===== config.mk =====
export PLATFORM = sky130hd
export DESIGN_NAME = cpu_bus_arb_flat
export DESIGN_NICKNAME = d
export VERILOG_FILES = /design/src/rtl/cpu_bus_arb_pkg.sv /design/src/rtl/cpu_bus_arb_if.sv /design/src/rtl/cpu_bus_arb_lane_align.sv /design/src/rtl/cpu_bus_arb.sv /design/src/flat_wrapper.sv
export SDC_FILE = /design/constraint.sdc
export NUM_CORES = 1
export LEC_CHECK = 0
export BUFFER_PORTS_ARGS = -buffer_cell sky130_fd_sc_hd__clkbuf_2
export CAP_MARGIN = 20
export CORE_UTILIZATION = 44
export CTS_BUF_LIST = sky130_fd_sc_hd__clkbuf_16
export DETAILED_ROUTE_END_ITERATION = 8
export PLACE_DENSITY = 0.87
export SLEW_MARGIN = 5
export SYNTH_ARGS = -nofsm -noshare
export SYNTH_HDL_FRONTEND = slang
export SYNTH_SLANG_ARGS = --single-unit

===== constraint.sdc =====
create_clock -name sys_clk -period 2.1 [get_ports sys_clk]
set_input_delay 0.63 -clock sys_clk [delete_from_list [all_inputs] [get_ports sys_clk]]
set_output_delay 0.63 -clock sys_clk [all_outputs]
set_load 0.02 [all_outputs]

===== src/rtl/cpu_bus_arb_pkg.sv =====
// Shared types and constants for the CPU memory-side bus arbiter.
package cpu_bus_pkg;

  typedef enum logic [1:0] {
    ST_IDLE,
    ST_REQ,
    ST_WAIT,
    ST_RESP
  } state_e;

  typedef enum logic [1:0] {
    SZ_BYTE = 2'b00,
    SZ_HALF = 2'b01,
    SZ_WORD = 2'b10
  } size_e;

  typedef enum logic {
    GNT_INST = 1'b0,
    GNT_DATA = 1'b1
  } grant_e;

  localparam logic [31:0] ERR_DATA_DEF = 32'h0000_0000;

  // The core encodes word as either 10 or 11.
  function automatic size_e decode_size(input logic [1:0] be);
    case (be)
      2'b00:   return SZ_BYTE;
      2'b01:   return SZ_HALF;
      default: return SZ_WORD;
    endcase
  endfunction

  function automatic logic is_misaligned(input size_e sz, input logic [1:0] lo);
    case (sz)
      SZ_HALF: return lo[0];
      SZ_WORD: return |lo;
      default: return 1'b0;
    endcase
  endfunction

endpackage


===== src/rtl/cpu_bus_arb_if.sv =====
// CPU fetch/data ports plus the pipelined memory master port.
// master: arbiter view; slave: view of the CPU core and memory around it.
interface cpu_bus_arb_if;
  logic        inst_cyc_in;
  logic        inst_stb_in;
  logic [31:0] inst_addr_in;
  logic        inst_ack_out;
  logic [31:0] inst_data_out;
  logic        inst_stall_out;
  logic        data_stb_in;
  logic        data_we_in;
  logic [1:0]  data_be_in;
  logic [31:0] data_addr_in;
  logic [31:0] data_data_in;
  logic        data_ack_out;
  logic [31:0] data_data_out;
  logic        mem_cyc_out;
  logic        mem_stb_out;
  logic        mem_we_out;
  logic [3:0]  mem_sel_out;
  logic [31:0] mem_addr_out;
  logic [31:0] mem_data_out;
  logic        mem_ack_in;
  logic [31:0] mem_data_in;
  logic        mem_stall_in;
  logic        bus_err_out;

  modport master (
    input  inst_cyc_in, inst_stb_in, inst_addr_in,
    output inst_ack_out, inst_data_out, inst_stall_out,
    input  data_stb_in, data_we_in, data_be_in, data_addr_in, data_data_in,
    output data_ack_out, data_data_out,
    output mem_cyc_out, mem_stb_out, mem_we_out, mem_sel_out, mem_addr_out, mem_data_out,
    input  mem_ack_in, mem_data_in, mem_stall_in,
    output bus_err_out
  );

  modport slave (
    output inst_cyc_in, inst_stb_in, inst_addr_in,
    input  inst_ack_out, inst_data_out, inst_stall_out,
    output data_stb_in, data_we_in, data_be_in, data_addr_in, data_data_in,
    input  data_ack_out, data_data_out,
    input  mem_cyc_out, mem_stb_out, mem_we_out, mem_sel_out, mem_addr_out, mem_data_out,
    output mem_ack_in, mem_data_in, mem_stall_in,
    input  bus_err_out
  );
endinterface


===== src/rtl/cpu_bus_arb_lane_align.sv =====
// Byte-lane steering: write selects/replication and read right-alignment.
module bus_lane_align
  import cpu_bus_pkg::*;
(
  input  size_e       i_size,
  input  logic [1:0]  i_lo,
  input  logic [31:0] i_wdata,
  input  logic [31:0] i_rdata,
  output logic [3:0]  o_sel,
  output logic [31:0] o_wdata,
  output logic [31:0] o_rdata
);

  logic [31:0] w_shift;

  assign w_shift = i_rdata >> {i_lo, 3'b000};

  // Lane selects and data steering for the given access size and offset.
  always_comb begin
    o_sel   = '1;
    o_wdata = i_wdata;
    o_rdata = w_shift;
    case (i_size)
      SZ_BYTE: begin
        o_sel   = 4'b0001 << i_lo;
        o_wdata = {4{i_wdata[7:0]}};
        o_rdata = {24'h0, w_shift[7:0]};
      end
      SZ_HALF: begin
        o_sel   = 4'b0011 << {i_lo[1], 1'b0};
        o_wdata = {2{i_wdata[15:0]}};
        o_rdata = {16'h0, w_shift[15:0]};
      end
      default: ;
    endcase
  end

endmodule


===== src/rtl/cpu_bus_arb.sv =====
// Merges the CPU fetch and data ports onto one memory master port,
// one outstanding transaction, round-robin on contention, with timeout.
module cpu_bus_arb
  import cpu_bus_pkg::*;
#(
  parameter int unsigned TIMEOUT_CYC = 255,
  parameter logic [31:0] ERR_DATA    = ERR_DATA_DEF
) (
  input  logic          sys_clk,
  input  logic          sys_rst,
  cpu_bus_arb_if.master bus
);

  localparam int unsigned CW = (TIMEOUT_CYC > 1) ? $clog2(TIMEOUT_CYC) : 1;

  state_e        r_state, w_next;
  grant_e        r_owner, r_last, w_gnt;
  size_e         r_size, w_sz_req, w_sz;
  logic [1:0]    r_lo, w_lo;
  logic [29:0]   r_waddr;
  logic          r_we, r_err;
  logic [3:0]    r_sel, w_sel;
  logic [31:0]   r_wdata, r_rdata, w_wdata, w_rdata;
  logic [CW-1:0] r_cnt;
  logic          w_inst_req, w_data_req, w_mis, w_busy, w_tmo, w_abort, w_take;
  logic          w_unused;

  assign w_unused   = ^bus.inst_addr_in[1:0];
  assign w_inst_req = bus.inst_cyc_in & bus.inst_stb_in;
  assign w_data_req = bus.data_stb_in;
  assign w_sz_req   = decode_size(bus.data_be_in);
  assign w_mis      = is_misaligned(w_sz_req, bus.data_addr_in[1:0]);
  assign w_busy     = (r_state == ST_REQ) || (r_state == ST_WAIT);
  assign w_tmo      = (TIMEOUT_CYC != 0) && (r_cnt == CW'(TIMEOUT_CYC - 1));
  assign w_abort    = (r_owner == GNT_INST) && !bus.inst_cyc_in;
  assign w_take     = ((r_state == ST_REQ) && !bus.mem_stall_in && bus.mem_ack_in) ||
                      ((r_state == ST_WAIT) && bus.mem_ack_in);

  // Round-robin choice among pending requests (only meaningful in IDLE).
  always_comb begin
    w_gnt = GNT_INST;
    if (w_inst_req && w_data_req) w_gnt = (r_last == GNT_INST) ? GNT_DATA : GNT_INST;
    else if (w_data_req)          w_gnt = GNT_DATA;
  end

  // One aligner serves both directions: in IDLE it shapes the request being
  // granted, afterwards it aligns read data using the latched size/offset.
  always_comb begin
    w_sz = r_size;
    w_lo = r_lo;
    if (r_state == ST_IDLE) begin
      w_sz = (w_gnt == GNT_DATA) ? w_sz_req : SZ_WORD;
      w_lo = (w_gnt == GNT_DATA) ? bus.data_addr_in[1:0] : 2'b00;
    end
  end

  bus_lane_align u_align (
    .i_size  (w_sz),
    .i_lo    (w_lo),
    .i_wdata (bus.data_data_in),
    .i_rdata (bus.mem_data_in),
    .o_sel   (w_sel),
    .o_wdata (w_wdata),
    .o_rdata (w_rdata)
  );

  // State register.
  always_ff @(posedge sys_clk or negedge sys_rst) begin
    if (!sys_rst) r_state <= ST_IDLE;
    else          r_state <= w_next;
  end

  // Next state and all port outputs.
  always_comb begin
    w_next             = r_state;
    bus.mem_cyc_out    = w_busy;
    bus.mem_stb_out    = (r_state == ST_REQ);
    bus.mem_we_out     = w_busy & r_we;
    bus.mem_sel_out    = w_busy ? r_sel : '0;
    bus.mem_addr_out   = w_busy ? {r_waddr, 2'b00} : '0;
    bus.mem_data_out   = w_busy ? r_wdata : '0;
    bus.inst_ack_out   = (r_state == ST_RESP) && (r_owner == GNT_INST);
    bus.data_ack_out   = (r_state == ST_RESP) && (r_owner == GNT_DATA);
    bus.inst_data_out  = bus.inst_ack_out ? r_rdata : '0;
    bus.data_data_out  = bus.data_ack_out ? r_rdata : '0;
    bus.bus_err_out    = (r_state == ST_RESP) && r_err;
    bus.inst_stall_out = sys_rst && w_inst_req && !((r_state == ST_IDLE) && (w_gnt == GNT_INST));
    case (r_state)
      ST_IDLE: if (w_inst_req || w_data_req)
                 w_next = ((w_gnt == GNT_DATA) && w_mis) ? ST_RESP : ST_REQ;
      ST_REQ: begin
        if (w_abort)                                    w_next = ST_IDLE;
        else if (!bus.mem_stall_in && bus.mem_ack_in)   w_next = ST_RESP;
        else if (w_tmo)                                 w_next = ST_RESP;
        else if (!bus.mem_stall_in)                     w_next = ST_WAIT;
      end
      ST_WAIT: begin
        if (w_abort)              w_next = ST_IDLE;
        else if (bus.mem_ack_in)  w_next = ST_RESP;
        else if (w_tmo)           w_next = ST_RESP;
      end
      ST_RESP: w_next = ST_IDLE;
      default: w_next = ST_IDLE;
    endcase
  end

  // Request latch, timeout counter and response data capture.
  always_ff @(posedge sys_clk or negedge sys_rst) begin
    if (!sys_rst) begin
      r_owner <= GNT_INST;
      r_last  <= GNT_INST;
      r_size  <= SZ_WORD;
      r_lo    <= '0;
      r_waddr <= '0;
      r_we    <= 1'b0;
      r_sel   <= '0;
      r_wdata <= '0;
      r_rdata <= '0;
      r_err   <= 1'b0;
      r_cnt   <= '0;
    end else begin
      case (r_state)
        ST_IDLE: begin
          r_cnt <= '0;
          r_err <= 1'b0;
          if (w_inst_req || w_data_req) begin
            r_owner <= w_gnt;
            r_last  <= w_gnt;
            r_size  <= w_sz;
            r_lo    <= w_lo;
            r_sel   <= w_sel;
            r_waddr <= (w_gnt == GNT_DATA) ? bus.data_addr_in[31:2] : bus.inst_addr_in[31:2];
            r_we    <= (w_gnt == GNT_DATA) && bus.data_we_in;
            r_wdata <= (w_gnt == GNT_DATA) ? w_wdata : '0;
            if ((w_gnt == GNT_DATA) && w_mis) begin
              r_err   <= 1'b1;
              r_rdata <= ERR_DATA;
            end
          end
        end
        ST_REQ, ST_WAIT: begin
          r_cnt <= r_cnt + CW'(1);
          if (w_take) r_rdata <= w_rdata;
          else if (w_tmo) begin
            r_err   <= 1'b1;
            r_rdata <= ERR_DATA;
          end
        end
        default: ;
      endcase
    end
  end

endmodule


===== src/flat_wrapper.sv =====
// flat-port wrapper written by rule: the top's interface ports become plain ports
module cpu_bus_arb_flat import cpu_bus_pkg::*;
#(
  parameter int unsigned TIMEOUT_CYC = 255,
  parameter logic [31:0] ERR_DATA    = ERR_DATA_DEF
)
  (sys_clk, sys_rst, bus_inst_cyc_in, bus_inst_stb_in, bus_inst_addr_in, bus_inst_ack_out, bus_inst_data_out, bus_inst_stall_out, bus_data_stb_in, bus_data_we_in, bus_data_be_in, bus_data_addr_in, bus_data_data_in, bus_data_ack_out, bus_data_data_out, bus_mem_cyc_out, bus_mem_stb_out, bus_mem_we_out, bus_mem_sel_out, bus_mem_addr_out, bus_mem_data_out, bus_mem_ack_in, bus_mem_data_in, bus_mem_stall_in, bus_bus_err_out);
  cpu_bus_arb_if bus_i ();
  input  logic sys_clk;
  input  logic sys_rst;
  input wire logic [$bits(bus_i.inst_cyc_in)-1:0] bus_inst_cyc_in;
  input wire logic [$bits(bus_i.inst_stb_in)-1:0] bus_inst_stb_in;
  input wire logic [$bits(bus_i.inst_addr_in)-1:0] bus_inst_addr_in;
  output wire logic [$bits(bus_i.inst_ack_out)-1:0] bus_inst_ack_out;
  output wire logic [$bits(bus_i.inst_data_out)-1:0] bus_inst_data_out;
  output wire logic [$bits(bus_i.inst_stall_out)-1:0] bus_inst_stall_out;
  input wire logic [$bits(bus_i.data_stb_in)-1:0] bus_data_stb_in;
  input wire logic [$bits(bus_i.data_we_in)-1:0] bus_data_we_in;
  input wire logic [$bits(bus_i.data_be_in)-1:0] bus_data_be_in;
  input wire logic [$bits(bus_i.data_addr_in)-1:0] bus_data_addr_in;
  input wire logic [$bits(bus_i.data_data_in)-1:0] bus_data_data_in;
  output wire logic [$bits(bus_i.data_ack_out)-1:0] bus_data_ack_out;
  output wire logic [$bits(bus_i.data_data_out)-1:0] bus_data_data_out;
  output wire logic [$bits(bus_i.mem_cyc_out)-1:0] bus_mem_cyc_out;
  output wire logic [$bits(bus_i.mem_stb_out)-1:0] bus_mem_stb_out;
  output wire logic [$bits(bus_i.mem_we_out)-1:0] bus_mem_we_out;
  output wire logic [$bits(bus_i.mem_sel_out)-1:0] bus_mem_sel_out;
  output wire logic [$bits(bus_i.mem_addr_out)-1:0] bus_mem_addr_out;
  output wire logic [$bits(bus_i.mem_data_out)-1:0] bus_mem_data_out;
  input wire logic [$bits(bus_i.mem_ack_in)-1:0] bus_mem_ack_in;
  input wire logic [$bits(bus_i.mem_data_in)-1:0] bus_mem_data_in;
  input wire logic [$bits(bus_i.mem_stall_in)-1:0] bus_mem_stall_in;
  output wire logic [$bits(bus_i.bus_err_out)-1:0] bus_bus_err_out;
  assign bus_i.inst_cyc_in = bus_inst_cyc_in;
  assign bus_i.inst_stb_in = bus_inst_stb_in;
  assign bus_i.inst_addr_in = bus_inst_addr_in;
  assign bus_inst_ack_out = bus_i.inst_ack_out;
  assign bus_inst_data_out = bus_i.inst_data_out;
  assign bus_inst_stall_out = bus_i.inst_stall_out;
  assign bus_i.data_stb_in = bus_data_stb_in;
  assign bus_i.data_we_in = bus_data_we_in;
  assign bus_i.data_be_in = bus_data_be_in;
  assign bus_i.data_addr_in = bus_data_addr_in;
  assign bus_i.data_data_in = bus_data_data_in;
  assign bus_data_ack_out = bus_i.data_ack_out;
  assign bus_data_data_out = bus_i.data_data_out;
  assign bus_mem_cyc_out = bus_i.mem_cyc_out;
  assign bus_mem_stb_out = bus_i.mem_stb_out;
  assign bus_mem_we_out = bus_i.mem_we_out;
  assign bus_mem_sel_out = bus_i.mem_sel_out;
  assign bus_mem_addr_out = bus_i.mem_addr_out;
  assign bus_mem_data_out = bus_i.mem_data_out;
  assign bus_i.mem_ack_in = bus_mem_ack_in;
  assign bus_i.mem_data_in = bus_mem_data_in;
  assign bus_i.mem_stall_in = bus_mem_stall_in;
  assign bus_bus_err_out = bus_i.bus_err_out;
  cpu_bus_arb #(.TIMEOUT_CYC(TIMEOUT_CYC), .ERR_DATA(ERR_DATA)) u_core (.sys_clk(sys_clk), .sys_rst(sys_rst), .bus(bus_i));
endmodule

==> Yosys cells after proc, flatten, opt, wreduce, memory -nomap -nowiden <==
Index checks and enable logic that the tools add are counted.
{ "op_classes": {"addsub": 1, "n_mul": 0, "div": 0, "n_lt_le_gt_ge": 0, "n_eq_ne": 15, "shifts": 3, "mux": 40, "bitwise_logic": 4, "n_reduce_logical": 30} }
{ "ops": {"columns": ["op", "count"], "rows": [
  ["2-to-1 mux 32 bit", 9],
  ["one-hot mux 32 bit (2 select lines)", 3],
  [">> shifter 32 x 5 -> 32 bit", 1],
  ["2-to-1 mux 30 bit", 1],
  ["2-to-1 mux 2 bit", 13],
  ["one-hot mux 8 bit (2 select lines)", 1],
  ["logical AND 1 bit", 14],
  ["adder 8 x 1 -> 8 bit, second input constant", 1],
  ["== test 2 x 1 -> 1 bit, second input constant", 4],
  ["== test 8 bit, second input constant", 1],
  ["one-hot mux 2 bit (4 select lines)", 1],
  ["one-hot mux 4 bit (2 select lines)", 1],
  ["2-to-1 mux 1 bit", 7],
  ["== test 2 bit, second input constant", 3],
  ["zero test 2 bit", 3],
  ["inequality test 2 bit, second input constant", 3],
  ["AND reduction 3 bit", 2],
  ["inequality test 5 x 2 -> 1 bit, second input constant", 1],
  ["2-to-1 mux 4 bit", 1],
  ["inequality test 4 x 2 -> 1 bit, second input constant", 1],
  ["one-hot mux 1 bit (2 select lines)", 2],
  ["one-hot mux 2 bit (2 select lines)", 1],
  ["AND reduction 4 bit", 1],
  ["OR reduction 2 bit", 2],
  ["other kinds (10)", 16]
]} }
{ "word_totals": {"register_bits": 115, "latch_bits": 0, "mem_bits_rw": 0, "mem_bits_ro": 0, "input_bits": 138, "elab_cells": 104, "mem_count": 0} }

==> Logic depth before layout (Yosys ltp) <==
Gate-level depths: netlist (run 1).
{ "logic_depth": {"word_depth": 9, "mapped_depth": 10, "ltp_nobuf": 7} }

==> Cells and area by module <==
From an unflattened synthesis (run 1), not the netlist that was laid out.
{ "hier_totals": {"hier_cells": 702, "area_unflattened_um2": 6840.3} }
{ "by_module_without_submodules": {"columns": ["mod", "instances", "cells_per_inst", "area_each_um2"], "rows": [
  ["cpu_bus_arb", 1, 550, 5703.0],
  ["bus_lane_align", 1, 152, 1137.3]
]} }

==> Worst setup path before layout (run 1) <==
No wires, ideal clock.
{ "synth_path": {"path_type": "input -> output", "from": "input bus_data_stb_in", "to": "output bus_inst_stall_out", "arrival_ns": 1.656, "t_required_ns": 1.470, "slack_ns": -0.186, "cell_stages": 4, "path_buffers": 2, "cell_sequence": "clkbuf_1 > nand2_1 > buf_2 > a21oi_1"} }
{ "synth_via": {"elab_chain_cells": 6, "elab_cells_between_ends": 7, "classes_between": "2 x mux; 1 x bitwise; 4 x reduce/logical"} }
{ "synth_rtl": {"columns": ["item", "line_no", "text"], "rows": [
  ["start, declared", "flat_wrapper.sv:17", "input wire logic [$bits(bus_i.data_stb_in)-1:0] bus_data_stb_in;"],
  ["2-to-1 mux 1 bit or logical AND 1 bit (tied branches)", "cpu_bus_arb.sv:43, cpu_bus_arb.sv:42", null],
  ["2-to-1 mux 1 bit *", "cpu_bus_arb.sv:42", "if (w_inst_req && w_data_req) w_gnt = (r_last == GNT_INST) ? GNT_DATA : GNT_INST;"],
  ["NOT 1 bit *", "cpu_bus_arb.sv:87", "bus.inst_stall_out = sys_rst && w_inst_req && !((r_state == ST_IDLE) && (w_gnt == GNT_INST));"],
  ["logical AND 1 bit *", "cpu_bus_arb.sv:87", null],
  ["zero test 1 bit *", "cpu_bus_arb.sv:87", null],
  ["logical AND 1 bit *", "cpu_bus_arb.sv:87", null],
  ["end, declared", "flat_wrapper.sv:16", "output wire logic [$bits(bus_i.inst_stall_out)-1:0] bus_inst_stall_out;"]
]} }
Every way passes the cells marked *; elsewhere a longest branch is shown, timed or not.

==> Final worst setup path (run 1) <==
{ "layout_path": {"from": "register u_core.r_state[1]", "to": "output bus_inst_data_out[14]"} }
{ "layout_via": {"elab_chain_cells": 3} }
{ "layout_rtl": {"columns": ["item", "line_no", "text"], "rows": [
  ["start, declared", "cpu_bus_arb.sv:16", "state_e r_state, w_next;"],
  ["start signal, assigned", "cpu_bus_arb.sv:70", "else r_state <= w_next;"],
  ["== test 2 bit", "cpu_bus_arb.sv:82", "bus.inst_ack_out = (r_state == ST_RESP) && (r_owner == GNT_INST);"],
  ["logical AND 1 bit", "cpu_bus_arb.sv:82", null],
  ["2-to-1 mux 32 bit", "cpu_bus_arb.sv:84", "bus.inst_data_out = bus.inst_ack_out ? r_rdata : '0;"],
  ["end, declared", "flat_wrapper.sv:15", "output wire logic [$bits(bus_i.inst_data_out)-1:0] bus_inst_data_out;"]
]} }
Every way passes these cells.

==> results of run 1 <==
flip-flops by register name, indices dropped and copies added (netlist names), 2 cells and up:
name and count:
u_core.r_size 2, u_core.r_state 2, u_core.r_waddr 30, u_core.r_sel 4
u_core.r_lo 2, u_core.r_wdata 32, u_core.r_rdata 32, u_core.r_cnt 8
cell families (layout without fill, tap and decap cells):
family | count (synthesis) | in the layout | share of synthesized area [%]
AOI/OAI and AO/OA | 170 | 170 | 17.3
xor gates and xnor gates | 2 | 2 | 0.271
adders and majority gates | 7 | 7 | 1.35
buffers and inverters | 63 | 401 | 4.30
DFF | 115 | 115 | 44.5
muxes | 49 | 49 | 7.61
other | 1 | 2 | 0.0580
and+or+nand+nor | 315 | 315 | 24.6
critical path: stages (launching register included):
cell and delay [ps]:
dfrtp_1 390, buf_6 130, ha_4 170, inv_4 70, nor2_4 40, buf_12 140
buf_6 130, and2_1 170, buf_6 130
per-layer routing:
layer / wire, um / up-vias / track usage [%]
met5: 0 / - / 0
li1: - / 3158 / -
met4: 1100 / 0 / 14.7
met1: 9150 / 3404 / 34.9
met2: 12000 / 507 / 46.8
met3: 2210 / 105 / 7.47
repair_timing:
| item | 4_1_cts | 5_1_grt |
|---|---|---|
| setup buffers | 7 | 9 |
| cloned | 5 | 7 |
| pin swaps | 9 | 3 |
| hold buffers | 0 | 0 |
| endpoints found under the setup margin | 138 | 163 |
| gates resized for setup | 136 | 266 |
worst paths after layout:
path	startpoint	endpoint	slack, ps	cells past startpoint
min in group sys_clk	bus_data_we_in	u_core.r_we	460	2
worst min-delay path	sys_rst	u_core.r_rdata[1]	270	2
worst min register to register	u_core.r_waddr[26]	u_core.r_waddr[26]	470	2
max in group asynchronous	sys_rst	u_core.r_waddr[7]	1270	2
worst max register to register	u_core.r_state[1]	u_core.r_rdata[1]	-40	10
worst max-delay path	u_core.r_state[1]	bus_inst_data_out[14]	-330	8
through the flow:
step	hold slack, ps	setup slack [ps]	util [%]	power, mW	TNS (ps)
2_1_floorplan	334	3.79	-	8.29	0
3_3_place_gp	453	11.7	60.0	11.0	0
3_5_place_dp	463	-24.7	60.0	11.2	-47.3
4_1_cts	365	-292	68.4	15.1	-30920
5_1_grt	342	-391	73.8	18.4	-45080
6_report	272	-334	73.8	17.6	-37250
cell usage after synthesis (3+ instances only):
cell and count:
a21o_1 3, a21oi_1 19, a22o_1 25, a32o_1 9
and2_1 102, and3_1 34, buf_2 14, clkbuf_1 34
dfrtp_1 114, ha_1 7, inv_1 10, mux2i_1 48
nand2_1 108, nand2b_1 5, nand3_1 8, nand4_1 3
nor2_1 42, nor3_1 4, o21ai_0 73, o22ai_1 11
o2bb2ai_1 7, o31ai_1 9
area by class of cell:
class	instances	share of cell area, %
Clock buffer	17	4.09
Clock inverter	15	1.65
Inverter	10	0.385
Multi-Input combinational cell	545	35.5
Sequential cell	115	27.7
Tap cell	180	2.17
Timing Repair Buffer	359	28.5
power breakdown:
part           total, mW  internal (mW)  switching [mW]  leakage (nW)
clock network       2.96           1.95            1.01         0.297
logic               10.7           5.28            5.46          3.61
registers           3.86           3.17           0.698          1.48
total               17.6           10.4            7.17          5.39
==> results.md, run 1 <==
- Outcome: complete, but fails checks
- Failing checks: negative setup slack
- DRT iter0 DRCs: about 650
- Worst setup margin: -334 ps
- DP HPWL: 14.4 mm
- CP startpoint kind: flop
- Max Slew Vio Count: 0
- Vias in the first global route: around 6500
- Slew HR: between 50% and 60%
- Clk pin slew, worst setup/hold paths: 60 ps
- Final worst-path cycle share: 116%
- Final Setup Violations: 141
- Wirelength per Cell: 19.7 um
- Non-filler instance count after layout: around 1200
- Multi-input logic area: around 3700 sq um
- Main flop type after synthesis: dfrtp_1
- Worst-margin pin slew: about 670 ps
- Pleak: roughly 5.4 nW
- Antenna diodes: 0
- Post-route cell area: about 10000 sq um
- CP arrival: 1800 ps
- Worst EP required: around 1500 ps
- Register bit total from synthesis: roughly 120
- Worst clock skew: ~8.7 ps
- Syn Inst Count: about 720
- DRC violations left: 0
- Die area: 15200 sq um
- Worst vdd ir: around 940 uV
- Ys Warns: 0
- Area growth from synthesis to final layout: 60.8%
- Root buffer cell: clkbuf_16
- CTS tree: yes
- Seq/Total Area, Yosys: about 45%
- DR vias/cell: 5.78
- Unique cell type count in the Yosys netlist: 48
- Crit path kind: reg2out
- Layout net count: approximately 1200
- Placed cell count: approximately 1200
- Fmax: around 410 MHz
- TritonCTS Buffers: 17
- Period minus WS final: roughly 2400 ps
- CTS H-tree depth: 4
- RSZ-0062 raised after global routing: yes
- RePlAce Congestion: ~0.96
- IO Pins: approximately 280
- DP Area: between 8000 and 9000 sq um
- Area of the mapped netlist: approximately 6500 sq um
- Grt total ovfl: 0
- Final hold vios: 0
- Post-synth top area share: ~44%
- Core area: around 14000 sq um
- Area leader, netlist: dfrtp_1
- Initial DRT Pass Iterations: 5
- Final wirelength: roughly 24 mm
- # clock sinks: around 120
- Final ANT Viol Nets: 0
- Register area: roughly 2900 sq um
- Ratio of cells with drive above 1 in the final layout: 47.3%
- Filler cells: slightly above 900
- Max_cap viols: 0
- Ys async rst share: 100%
- Worst Setup End Kind: primary output
- Largest net degree at the start of global routing: 116
- Most frequent cells in the layout: 166 x clkbuf_2, 113 x dfrtp_1, 105 x nand2_1
- Critical-path maximum fanout: 6
- Top cells by area, synth: dfrtp_1 44%, and2_1 9.9%, mux2i_1 7.4%
- Commonest non-fill, non-tap cell in the layout: clkbuf_2
- Tightest Hold Check Type: in2async
- Initial antenna violation count: 0
- # rows: 43
- Die Ht: about 120 um
- Vias: 7174
- First-pass GRT wire length: about 33 mm
- Port Buffers: roughly 270
- Post-synthesis area per instance: 8.95 sq um
- EDFF count, synth: 0
- Total GRT Usage: 28.7%
- Clock buffer depth: 2
- Die Wd: between 100 and 150 um
- Clock insertion delay at the later pin of the skew report: roughly 420 ps
- PwrDens: about 1700 nW/um^2
- Starting Density: 45.9%
No activity file was read; power rests on OpenSTA's default activity.
==> inputs of run 2 (changes only) <==
==> constraint.sdc (replaced) <==
create_clock -name sys_clk -period 2.1 [get_ports sys_clk]
set_input_delay 0.63 -clock sys_clk [delete_from_list [all_inputs] [get_ports sys_clk]]
set_output_delay 0.63 -clock sys_clk [all_outputs]
set_load 0.05 [all_outputs]
==> run 2 against run 1 <==
  * The run still ends with negative setup slack left
  * Final area grew 13%
  * Register-to-register slack lost 130 ps
  * Worst setup slack lost 15 ps
  * Cell count grew 1.1%
  * Clock power is essentially flat
  * Wire length grew 13%
  * First-iteration DRC count shrank 6.4%
  * Via count grew 4.2%
  * Critical endpoint is now bus_mem_addr_out[28]
  * Count of clock-buffer cells in the layout is the same
  * Core utilization grew 9.2 points
==> results.md, run 2 (same netlist as run 1, synthesis figures left out) <==
- Setup crit start: u_core.r_state[0] (was u_core.r_state[1])
- DP HPWL: 15.3 mm (was 14.4 mm)
- Wirelength per Cell: 22.1 um (was 19.7 um)
- Port Buffers: 272 (unchanged)
- Worst-margin pin slew: 736 ps (was 666 ps)
- Ratio of cells with drive above 1 in the final layout: 52.2% (was 47.3%)
- Setup_tns: -38420 ps (was -37250 ps)
- RePlAce Congestion: 0.948 (was 0.957)
- Die Ht: 123 um (unchanged)
- Reg-to-Reg Start: u_core.r_state[0] (was u_core.r_state[1])
- DR vias/cell: 5.95 (was 5.78)
- DRT iter0 DRCs: 604 (was 645)
- Clock buffer depth: 2 (unchanged)
- Crit path cell chain: inv_2, ha_4, buf_12, clkbuf_16, and2_4, clkbuf_16 (was buf_6, ha_4, inv_4, nor2_4, buf_12, buf_6, and2_1, buf_6)
- Clk pin slew, worst setup/hold paths: 50 ps (was 60 ps)
- Worst setup margin: -349 ps (was -334 ps)
- GRT busiest layer: met2 (unchanged)
- Max_cap viols: 0 (unchanged)
- Regs by FF count: u_core.r_rdata: 32 flops, u_core.r_wdata: 32 flops, u_core.r_waddr: 30 flops (unchanged)
- M3 GR Usage: 8.81% (was 7.47%)
- # rows: 43 (unchanged)
- Failing checks: negative setup slack (unchanged)
- Placed cell count: 1189 (was 1183)
- Setup slack, reg-to-reg: -170 ps (was -40 ps)
- CP arrival: 1820 ps (was 1800 ps)
- Outcome: complete, but fails checks (unchanged)
- Crit-path max cell delay: 420 ps (was 390 ps)
- Cell mode on critical path: clkbuf_16 (was buf_6)
- RSZ-0062 raised after global routing: yes (unchanged)
- Filler cells: 708 (was 905)
- Total GRT Usage: 31.3% (was 28.7%)
- DRC violations left: 0 (unchanged)
- Tightest Hold Check Type: in2async (unchanged)
- TritonCTS Buffers: 17 (unchanged)
- Worst vdd ir: 1470 uV (was 936 uV)
- PwrDens: 1860 nW/um^2 (was 1690 nW/um^2)
- Final wirelength: 27.7 mm (was 24.5 mm)
- Multi-input logic area: 3840 sq um (was 3690 sq um)
- Final Setup Violations: 168 (was 141)
- R2r worst-path depth: 10 (unchanged)
- Die area: 15200 sq um (unchanged)
- Area growth from synthesis to final layout: 80.9% (was 60.8%)
- Non-filler instance count after layout: 1255 (was 1241)
- Crit path capture: bus_mem_addr_out[28] (was bus_inst_data_out[14])
- CTS tree: yes (unchanged)
- Starting Density: 45.9% (unchanged)
- Initial antenna violation count: 1 (was 0)
- Reg2reg end: u_core.r_rdata[3] (was u_core.r_rdata[1])
- Final worst-path cycle share: 117% (was 116%)
- Commonest non-fill, non-tap cell in the layout: clkbuf_2 (unchanged)
- Fmax: 408 MHz (was 411 MHz)
- Root buffer cell: clkbuf_16 (unchanged)
- Number of stages on the worst setup path: 6 (was 8)
- CP top delay family: buffers and inverters (unchanged)
- Vias in the first global route: 7027 (was 6517)
- Met1 GRT Util: 35.1% (was 34.9%)
- Register area: 2880 sq um (about the same)
- First-pass GRT wire length: 35.8 mm (was 32.9 mm)
- Worst clock skew: 17.1 ps (was 8.73 ps)
- Initial DRT Pass Iterations: 6 (was 5)
- Layout net count: 1206 (was 1193)
- WHS: 289 ps (was 272 ps)
- Worst EP required: 1470 ps (about the same)
- # clock sinks: 115 (unchanged)
- Critical-path maximum fanout: 8 (was 6)
- Most frequent cells in the layout: 134 x clkbuf_2, 112 x dfrtp_1, 107 x nand2_1 (was 166 x clkbuf_2, 113 x dfrtp_1, 105 x nand2_1)
- Slew HR: 51.0% (was 55.6%)
- CTS H-tree depth: 4 (unchanged)
- CP max stage cell: dfrtp_2 (was dfrtp_1)
- Worst Path Buf+Inv: 4 (was 5)
- Pleak: 5.74 nW (was 5.39 nW)
- Largest net degree at the start of global routing: 116 (unchanged)
- Period minus WS final: 2450 ps (was 2430 ps)
- Max Slew Vio Count: 0 (unchanged)
- Grt total ovfl: 0 (unchanged)
- Final ANT Viol Nets: 0 (unchanged)
- Die Wd: 123 um (unchanged)
- Vias: 7472 (was 7174)
- CP startpoint kind: flop (unchanged)
- IO Pins: 277 (unchanged)
- Clock insertion delay at the later pin of the skew report: 420 ps (about the same)
- Crit path kind: reg2out (unchanged)
- Worst Setup End Kind: primary output (unchanged)
- Core area: 14100 sq um (unchanged)
- Met2 Use GR: 55.7% (was 46.8%)
- Final hold vios: 0 (unchanged)
run 2: changes by cell type in the layout (fill, tap and decap cells not counted), moves of 31 or more:
cell      delta
buf_8       +64
buf_6       -67
and3_4      +31
and3_1      -32
clkbuf_2    -32
buf_12      +42
run 2: how the worst min path moves through the flow:
stage,start,end,cells past startpoint
floorplan,sys_rst,u_core.r_cnt[0],0
global placement,u_core.r_wdata[27],u_core.r_wdata[27],2
detailed placement,u_core.r_wdata[11],u_core.r_wdata[11],2
CTS,sys_rst,u_core.r_rdata[19],2
global route,sys_rst,u_core.r_rdata[19],2
finish,sys_rst,u_core.r_rdata[19],2
run 2: repair_timing:
item                                    in CTS  in global routing
pin swaps                                    4                 14
cloned                                       1                 11
hold buffers                                 0                  0
gates resized for setup                    217                231
endpoints found under the setup margin     144                171
buffers inserted                             6                 17
run 2: final cells by class:
| cell class | instances | area share, % |
|---|---|---|
| inverters | 10 | 0.321 |
| repair buffers | 372 | 35.2 |
| multi-input cells | 545 | 32.8 |
| clock inverters | 15 | 1.48 |
| well taps | 180 | 1.93 |
| clock buffers | 17 | 3.64 |
| diodes | 1 | 0.0214 |
| flip-flops and latches | 115 | 24.6 |
run 2: through the flow:
| stage | power [mW] | utilization (%) | cell area (sq um) | setup WS (ps) |
|---|---|---|---|---|
| floorplan | 10.6 | - | 6650 | -36.8 |
| global placement | 14.0 | 65.8 | 9270 | -54.6 |
| detailed placement | 14.3 | 65.8 | 9270 | -196 |
| CTS | 19.0 | 77.1 | 10900 | -319 |
| global route | 22.5 | 83.0 | 11700 | -388 |
| finish | 21.7 | 83.0 | 11700 | -349 |
run 2: metal layers:
layer / up-vias / wire length, um
li1: 3192 / -
met1: 3624 / 9580
met2: 537 / 14300
met3: 119 / 2650
met4: 0 / 1150
met5: - / 0
run 2: where the power goes:
part | total [mW] | internal [mW] | leakage (nW) | switching, mW
clock network | 2.99 | 1.95 | 0.303 | 1.04
logic | 14.8 | 6.86 | 3.96 | 7.93
registers | 3.96 | 3.17 | 1.48 | 0.792
